[config.mk]
export PLATFORM = sky130hd
export DESIGN_NAME = load_ext_unit
export DESIGN_NICKNAME = d
export VERILOG_FILES = /design/src/rtl/load_ext_unit.sv
export SDC_FILE = /design/constraint.sdc
export NUM_CORES = 1
export LEC_CHECK = 0
export ABC_CLOCK_PERIOD_IN_PS = 3700
export BUFFER_PORTS_ARGS = -buffer_cell sky130_fd_sc_hd__buf_2
export CAP_MARGIN = 20
export CELL_PAD_IN_SITES_DETAIL_PLACEMENT = 2
export CELL_PAD_IN_SITES_GLOBAL_PLACEMENT = 2
export CORE_MARGIN = 2
export CORE_UTILIZATION = 30
export DETAILED_ROUTE_END_ITERATION = 10
export PLACE_DENSITY = 0.72
export SYNTH_ARGS = -nofsm -noshare
export SYNTH_HDL_FRONTEND = slang
export SYNTH_SLANG_ARGS = --single-unit
export TNS_END_PERCENT = 10
[constraint.sdc]
create_clock -name clk -period 3.7 [get_ports clk]
set_input_delay 0.185 -clock clk [delete_from_list [all_inputs] [get_ports clk]]
set_output_delay 0.185 -clock clk [all_outputs]
set_load 0.01 [all_outputs]
[src/rtl/load_ext_unit.sv]
// load_ext_unit: takes memory read words, extracts a byte/half/word/full
// field at a byte offset, sign- or zero-extends it to XLEN and presents it
// through a one-entry result register. A field that runs past the end of the
// word is either stitched together from two consecutive beats or reported as
// an error, depending on MISALIGN_EN.
//
// Handshake: a beat transfers on a rising edge where in_valid && in_ready; a
// result retires on a rising edge where out_valid && out_ready. in_ready is
// purely combinational (!out_valid || out_ready), so a retiring result frees
// the register for a new beat in the same cycle. The result register holds
// out_data/out_err stable while out_valid && !out_ready.
module load_ext_unit #(
  parameter int XLEN        = 32,
  parameter int MISALIGN_EN = 1,
  localparam int NB = XLEN / 8,
  localparam int OW = $clog2(NB)
) (
  input  logic            clk,
  input  logic            rst,
  input  logic            in_valid,
  output logic            in_ready,
  input  logic [2:0]      in_mode,
  input  logic [OW-1:0]   in_offset,
  input  logic [XLEN-1:0] in_data,
  output logic            out_valid,
  input  logic            out_ready,
  output logic [XLEN-1:0] out_data,
  output logic            out_err,
  output logic            split_pending
);

  typedef enum logic [0:0] {
    IDLE    = 1'b0,
    HOLD_LO = 1'b1
  } state_t;

  localparam logic [OW:0] NB_W = (OW+1)'(NB);

  state_t          state_q, state_d;
  logic [2:0]      mode_q;
  logic [OW-1:0]   off_q;
  logic [XLEN-1:0] lo_q;

  logic            accept;
  logic            load;
  logic            capture;
  logic [2:0]      eff_mode;
  logic [OW:0]     size_b;
  logic [OW:0]     rem;
  logic [OW+1:0]   end_b;
  logic            split;
  logic            legal;
  logic            sgn;
  logic            sbit;
  logic [XLEN-1:0] mask;
  logic [XLEN-1:0] asm_word;
  logic [XLEN-1:0] ext_word;
  logic [XLEN-1:0] res_data;
  logic            res_err;

  assign in_ready      = !out_valid || out_ready;
  assign accept        = in_valid && in_ready;
  assign split_pending = (state_q == HOLD_LO);

  // In HOLD_LO the captured mode governs; the second beat's mode is ignored.
  assign eff_mode = (state_q == HOLD_LO) ? mode_q : in_mode;

  // Field end position, used to detect a field running off the word's end.
  assign end_b = {2'b00, in_offset} + {1'b0, size_b};
  assign split = end_b > {1'b0, NB_W};

  // Assemble the field at bit 0: low bytes from the captured beat, the
  // remaining upper bytes from lane 0 upward of the second beat.
  always_comb begin
    rem      = NB_W - {1'b0, off_q};
    asm_word = '0;
    if (state_q == HOLD_LO) begin
      asm_word = lo_q | (in_data << {rem, 3'b000});
    end else begin
      asm_word = in_data >> {in_offset, 3'b000};
    end
  end

  // Decode access size, extension kind and legality from the effective mode.
  always_comb begin
    size_b = NB_W;
    mask   = '1;
    sgn    = 1'b0;
    sbit   = 1'b0;
    legal  = 1'b1;
    case (eff_mode)
      3'b000: begin
        size_b = NB_W;
      end
      3'b001, 3'b010: begin
        size_b = (OW+1)'(1);
        mask   = XLEN'(8'hFF);
        sgn    = (eff_mode == 3'b001);
        sbit   = asm_word[7];
      end
      3'b011, 3'b100: begin
        size_b = (OW+1)'(2);
        mask   = XLEN'(16'hFFFF);
        sgn    = (eff_mode == 3'b011);
        sbit   = asm_word[15];
      end
      3'b101, 3'b110: begin
        if (XLEN > 32) begin
          size_b = (OW+1)'(4);
          mask   = XLEN'(32'hFFFF_FFFF);
          sgn    = (eff_mode == 3'b101);
          sbit   = asm_word[31];
        end else begin
          legal  = 1'b0;
        end
      end
      default: begin
        legal = 1'b0;
      end
    endcase
  end

  // Sign-extend by filling above the field with ones, or zero-fill.
  assign ext_word = (sgn && sbit) ? (asm_word | ~mask) : (asm_word & mask);

  // Next-state and load/capture decisions.
  always_comb begin
    state_d  = state_q;
    load     = 1'b0;
    capture  = 1'b0;
    res_err  = 1'b0;
    res_data = ext_word;
    case (state_q)
      IDLE: begin
        if (accept) begin
          if (!legal) begin
            load     = 1'b1;
            res_err  = 1'b1;
            res_data = '0;
          end else if (split) begin
            if (MISALIGN_EN != 0) begin
              capture = 1'b1;
              state_d = HOLD_LO;
            end else begin
              load     = 1'b1;
              res_err  = 1'b1;
              res_data = '0;
            end
          end else begin
            load = 1'b1;
          end
        end
      end
      HOLD_LO: begin
        if (accept) begin
          load    = 1'b1;
          state_d = IDLE;
        end
      end
      default: begin
        state_d = IDLE;
      end
    endcase
  end

  // State register; reset discards any half-captured split access.
  always_ff @(posedge clk) begin
    if (rst) begin
      state_q <= IDLE;
    end else begin
      state_q <= state_d;
    end
  end

  // Captured lower part of a split access (already shifted down to lane 0).
  always_ff @(posedge clk) begin
    if (rst) begin
      lo_q   <= '0;
      mode_q <= '0;
      off_q  <= '0;
    end else if (capture) begin
      lo_q   <= asm_word;
      mode_q <= in_mode;
      off_q  <= in_offset;
    end
  end

  // Result register: load wins over retire so back-to-back results flow.
  always_ff @(posedge clk) begin
    if (rst) begin
      out_valid <= 1'b0;
      out_data  <= '0;
      out_err   <= 1'b0;
    end else if (load) begin
      out_valid <= 1'b1;
      out_data  <= res_data;
      out_err   <= res_err;
    end else if (out_ready) begin
      out_valid <= 1'b0;
    end
  end

endmodule

==> flow_metrics.tcl <==
set metrics [dict create \
    outcome "complete, no violations" \
    path_common_cell "nand2_1" \
    rows 47 \
    clk_path_buf_depth 2 \
    antenna_found_initial 0 \
    synth_edf_count 0 \
    die_x_um 132.9 \
    peakVddDrop_uv 233.7 \
    start_util_pct 30.37 \
    io_buffer_count 76 \
    grt_overflow_total 0 \
    synth_area_per_cell_sq_um 8.818 \
    dp.cells 824 \
    finalHoldViolations 0 \
    clk_latency_ps 350 \
    yosysSeqAreaShare_pct 28.93 \
    vias_per_cell 5.781 \
    r2r_slack_ps 210 \
    final-max-slew-violation-count 0 \
    die_h_um 132.9 \
    layout-drive-gt1-share_pct 28.66 \
    finalInstanceArea_sq_mm 0.005811 \
    cts_buffers 9 \
    ff2ff_path_depth 12 \
    critPathArrivalTime_ps 3700 \
    synth_warnings 0 \
    crit_chain "buf_4 -> or3_4 -> nand2_1 -> nand2_1 -> nand2_1 -> inv_1 -> fa_1 -> nand2b_1 -> a221o_1 -> o211ai_4 -> a31o_2 -> o32ai_2" \
    grt_max_degree 40 \
    max_slew_margin_pct 34.12 \
    cts-root-buf "clkbuf_16" \
    worstSetupStartpoint "split_pending$_SDFF_PP0_" \
    clk_pin_slew_ps 50 \
    cts_tree "done" \
    grt_pass1_vias 5138 \
    place_hpwl_um 13800 \
    synthArstFlopShare_pct 0 \
    setup_viol 0 \
    skew_ps 8.286 \
    place_area_sq_mm 0.005466 \
    clock-sinks 72 \
    slowest_delay_ps 540 \
    worstPathRequired_ps 3910 \
    start_kind "register" \
    final_antenna_net_count 0 \
    power_density_mw_per_mm2 444.3 \
    use_met3_pct 3.716 \
    tns_ps 0 \
    worstReg2RegEnd "out_data[15]$_SDFFE_PP0P_" \
    max_slew.worst_pin.slew_ps 984.6 \
    drtPass1Iterations 5 \
    layout_common_cells "buf_2, dfxtp_1, a21oi_1, nor3_1, nand2_1" \
    hold_path.class "in -> reg" \
    yosysTopAreaCell "dfxtp_1" \
    grt_util_met1_pct 30.69 \
    cpMaxStageDelayCell "a31o_2" \
    htree_levels 3 \
    drc_errors 0 \
    fin_cells 841 \
    finalCriticalPeriod_ps 3490 \
    initialDrtViolationCount 236 \
    layout_commonest_cell "buf_2" \
    crit_path_end_kind "register" \
    synthDistinctLibCells 67 \
    syn_area_sq_mm 0.004982 \
    grt-busiest-layer "met2" \
    core_area_sq_mm 0.01641 \
    rsz0062_at_grt "no" \
    max_freq_mhz 286.6 \
    synth_flop_cell "dfxtp_1" \
    wl_per_cell_um 23.52 \
    worst-setup-path-type "reg -> reg" \
    diodes 0 \
    p_leak_nw 2.118 \
    cp-endpoint "out_data[15]$_SDFFE_PP0P_" \
    gp_congestion 0.9625 \
    grtUsageMet2_pct 36.85 \
    ys_ff_latch 72 \
    syn_inst 565 \
    synth_nets 610 \
    fin_nets 665 \
    die_area_sq_mm 0.01765 \
    max_cap_violations 0 \
    period_share_pct 94.31 \
    r2r_start "split_pending$_SDFF_PP0_" \
    grt_use_total_pct 22.51 \
    syn_to_final_growth_pct 16.62 \
    wl_um 19780 \
    yosys-top-cells-area "dfxtp_1, mux2i_1, o32ai_2" \
    io-pin-count 77 \
    vias 4862 \
    crit_fanout 13 \
    yosysTopAreaCellShare_pct 28.93 \
    grt_pass1_wl_um 30900 \
]
-- through the flow --
stage / power, mW / hold slack [ps] / utilization, % / setup slack [ps]
after detailed placement: 1.689 / 460.6 / 33.32 / -39.87
final: 2.582 / 184.8 / 35.42 / 210.5
after floorplan: 1.446 / 342.0 / - / 472.6
after global placement: 1.660 / 452.2 / 33.32 / 222.6
after global routing: 2.711 / 214.3 / 35.42 / 55.53
after CTS: 2.585 / 176.3 / 35.15 / 24.61
-- where the power goes --
part | internal (mW) | switching [mW] | leakage (nW)
combinational | 0.299 | 0.508 | 1.39
sequential | 0.848 | 0.0414 | 0.587
clock | 0.544 | 0.340 | 0.139
total | 1.69 | 0.890 | 2.12
-- critical path, delay by kind of cell (launching register included) --
family                   cells  cell delay [ps]
AO/OA/AOI/OAI                4             1440
flip-flops                   1              320
adder cells (fa/ha/maj)      1              500
buffers and inverters        2              240
AND/OR/NAND/NOR              5              840
-- registers in the layout, summed over array words and instances (netlist names) --
signal	flops
lo_q	32
mode_q	3
off_q	2
out_data	32
out_err	1
out_valid	1
split_pending	1
-- what timing repair did --
action,CTS,global route
hold buffers,0,0
cloned,1,1
gates resized for setup,1,2
pin swaps,1,3
setup buffers,0,3
setup endpoints to repair,14,28
-- how the worst min path moves through the flow --
stage | startpoint | endpoint | slack [ps] | cells past startpoint
5_1_grt | in_mode[2] | mode_q[2]$_SDFFE_PP0P_ | 210 | 3
6_report | in_mode[0] | mode_q[0]$_SDFFE_PP0P_ | 180 | 3
2_1_floorplan | in_mode[2] | mode_q[2]$_SDFFE_PP0P_ | 340 | 2
4_1_cts | in_mode[2] | mode_q[2]$_SDFFE_PP0P_ | 180 | 3
3_5_place_dp | out_data[11]$_SDFFE_PP0P_ | out_data[11]$_SDFFE_PP0P_ | 460 | 2
3_3_place_gp | out_data[9]$_SDFFE_PP0P_ | out_data[9]$_SDFFE_PP0P_ | 450 | 2
-- layer usage --
layer	share of wire (%)	routed length [um]
met1	47	9303
met2	47	9283
met3	4.2	840
met5	0	0
met4	1.8	352
-- cells by family after synthesis --
family	Yosys count	share of synthesized area (%)
AO/OA/AOI/OAI	198	32.95
XOR/XNOR	2	0.3516
adder cells (fa/ha/maj)	4	1.155
buffers and inverters	88	9.116
flip-flops	72	28.93
multiplexers	51	10.70
AND/OR/NAND/NOR	150	16.80
-- synth_stat cells (2+ instances only) --
cell and number:
a211oi_1 14, a211oi_2 10, a21o_1 7, a21oi_1 46, a221o_1 7, a221oi_1 2, a311oi_1 7, a31oi_1 10
buf_2 18, buf_4 11, buf_6 8, clkbuf_1 17, dfxtp_1 72, ha_1 3, inv_1 34, mux2_2 18
mux2i_1 33, nand2_1 36, nand2b_1 4, nand3_1 21, nand4_1 2, nor2_1 12, nor2b_1 3, nor3_1 40
nor3_2 4, nor4b_1 2, nor4bb_1 9, o211ai_1 2, o21a_1 9, o21ai_0 21, o21ai_1 4, o221ai_1 15
o31a_1 6, o31ai_1 2, o32ai_1 5, o32ai_2 19, or2_1 2
-- final cells by class --
| type | instances | area [sq um] |
|---|---|---|
| well taps | 220 | 275.3 |
| fillers | 1853 | 10600 |
| repair buffers | 96 | 543.0 |
| multi-input cells | 407 | 3141 |
| inverters | 34 | 127.6 |
| flip-flops and latches | 72 | 1441 |
| clock inverters | 1 | 30.03 |
| clock buffers | 11 | 252.7 |
Power figures use the tool's default switching activity.
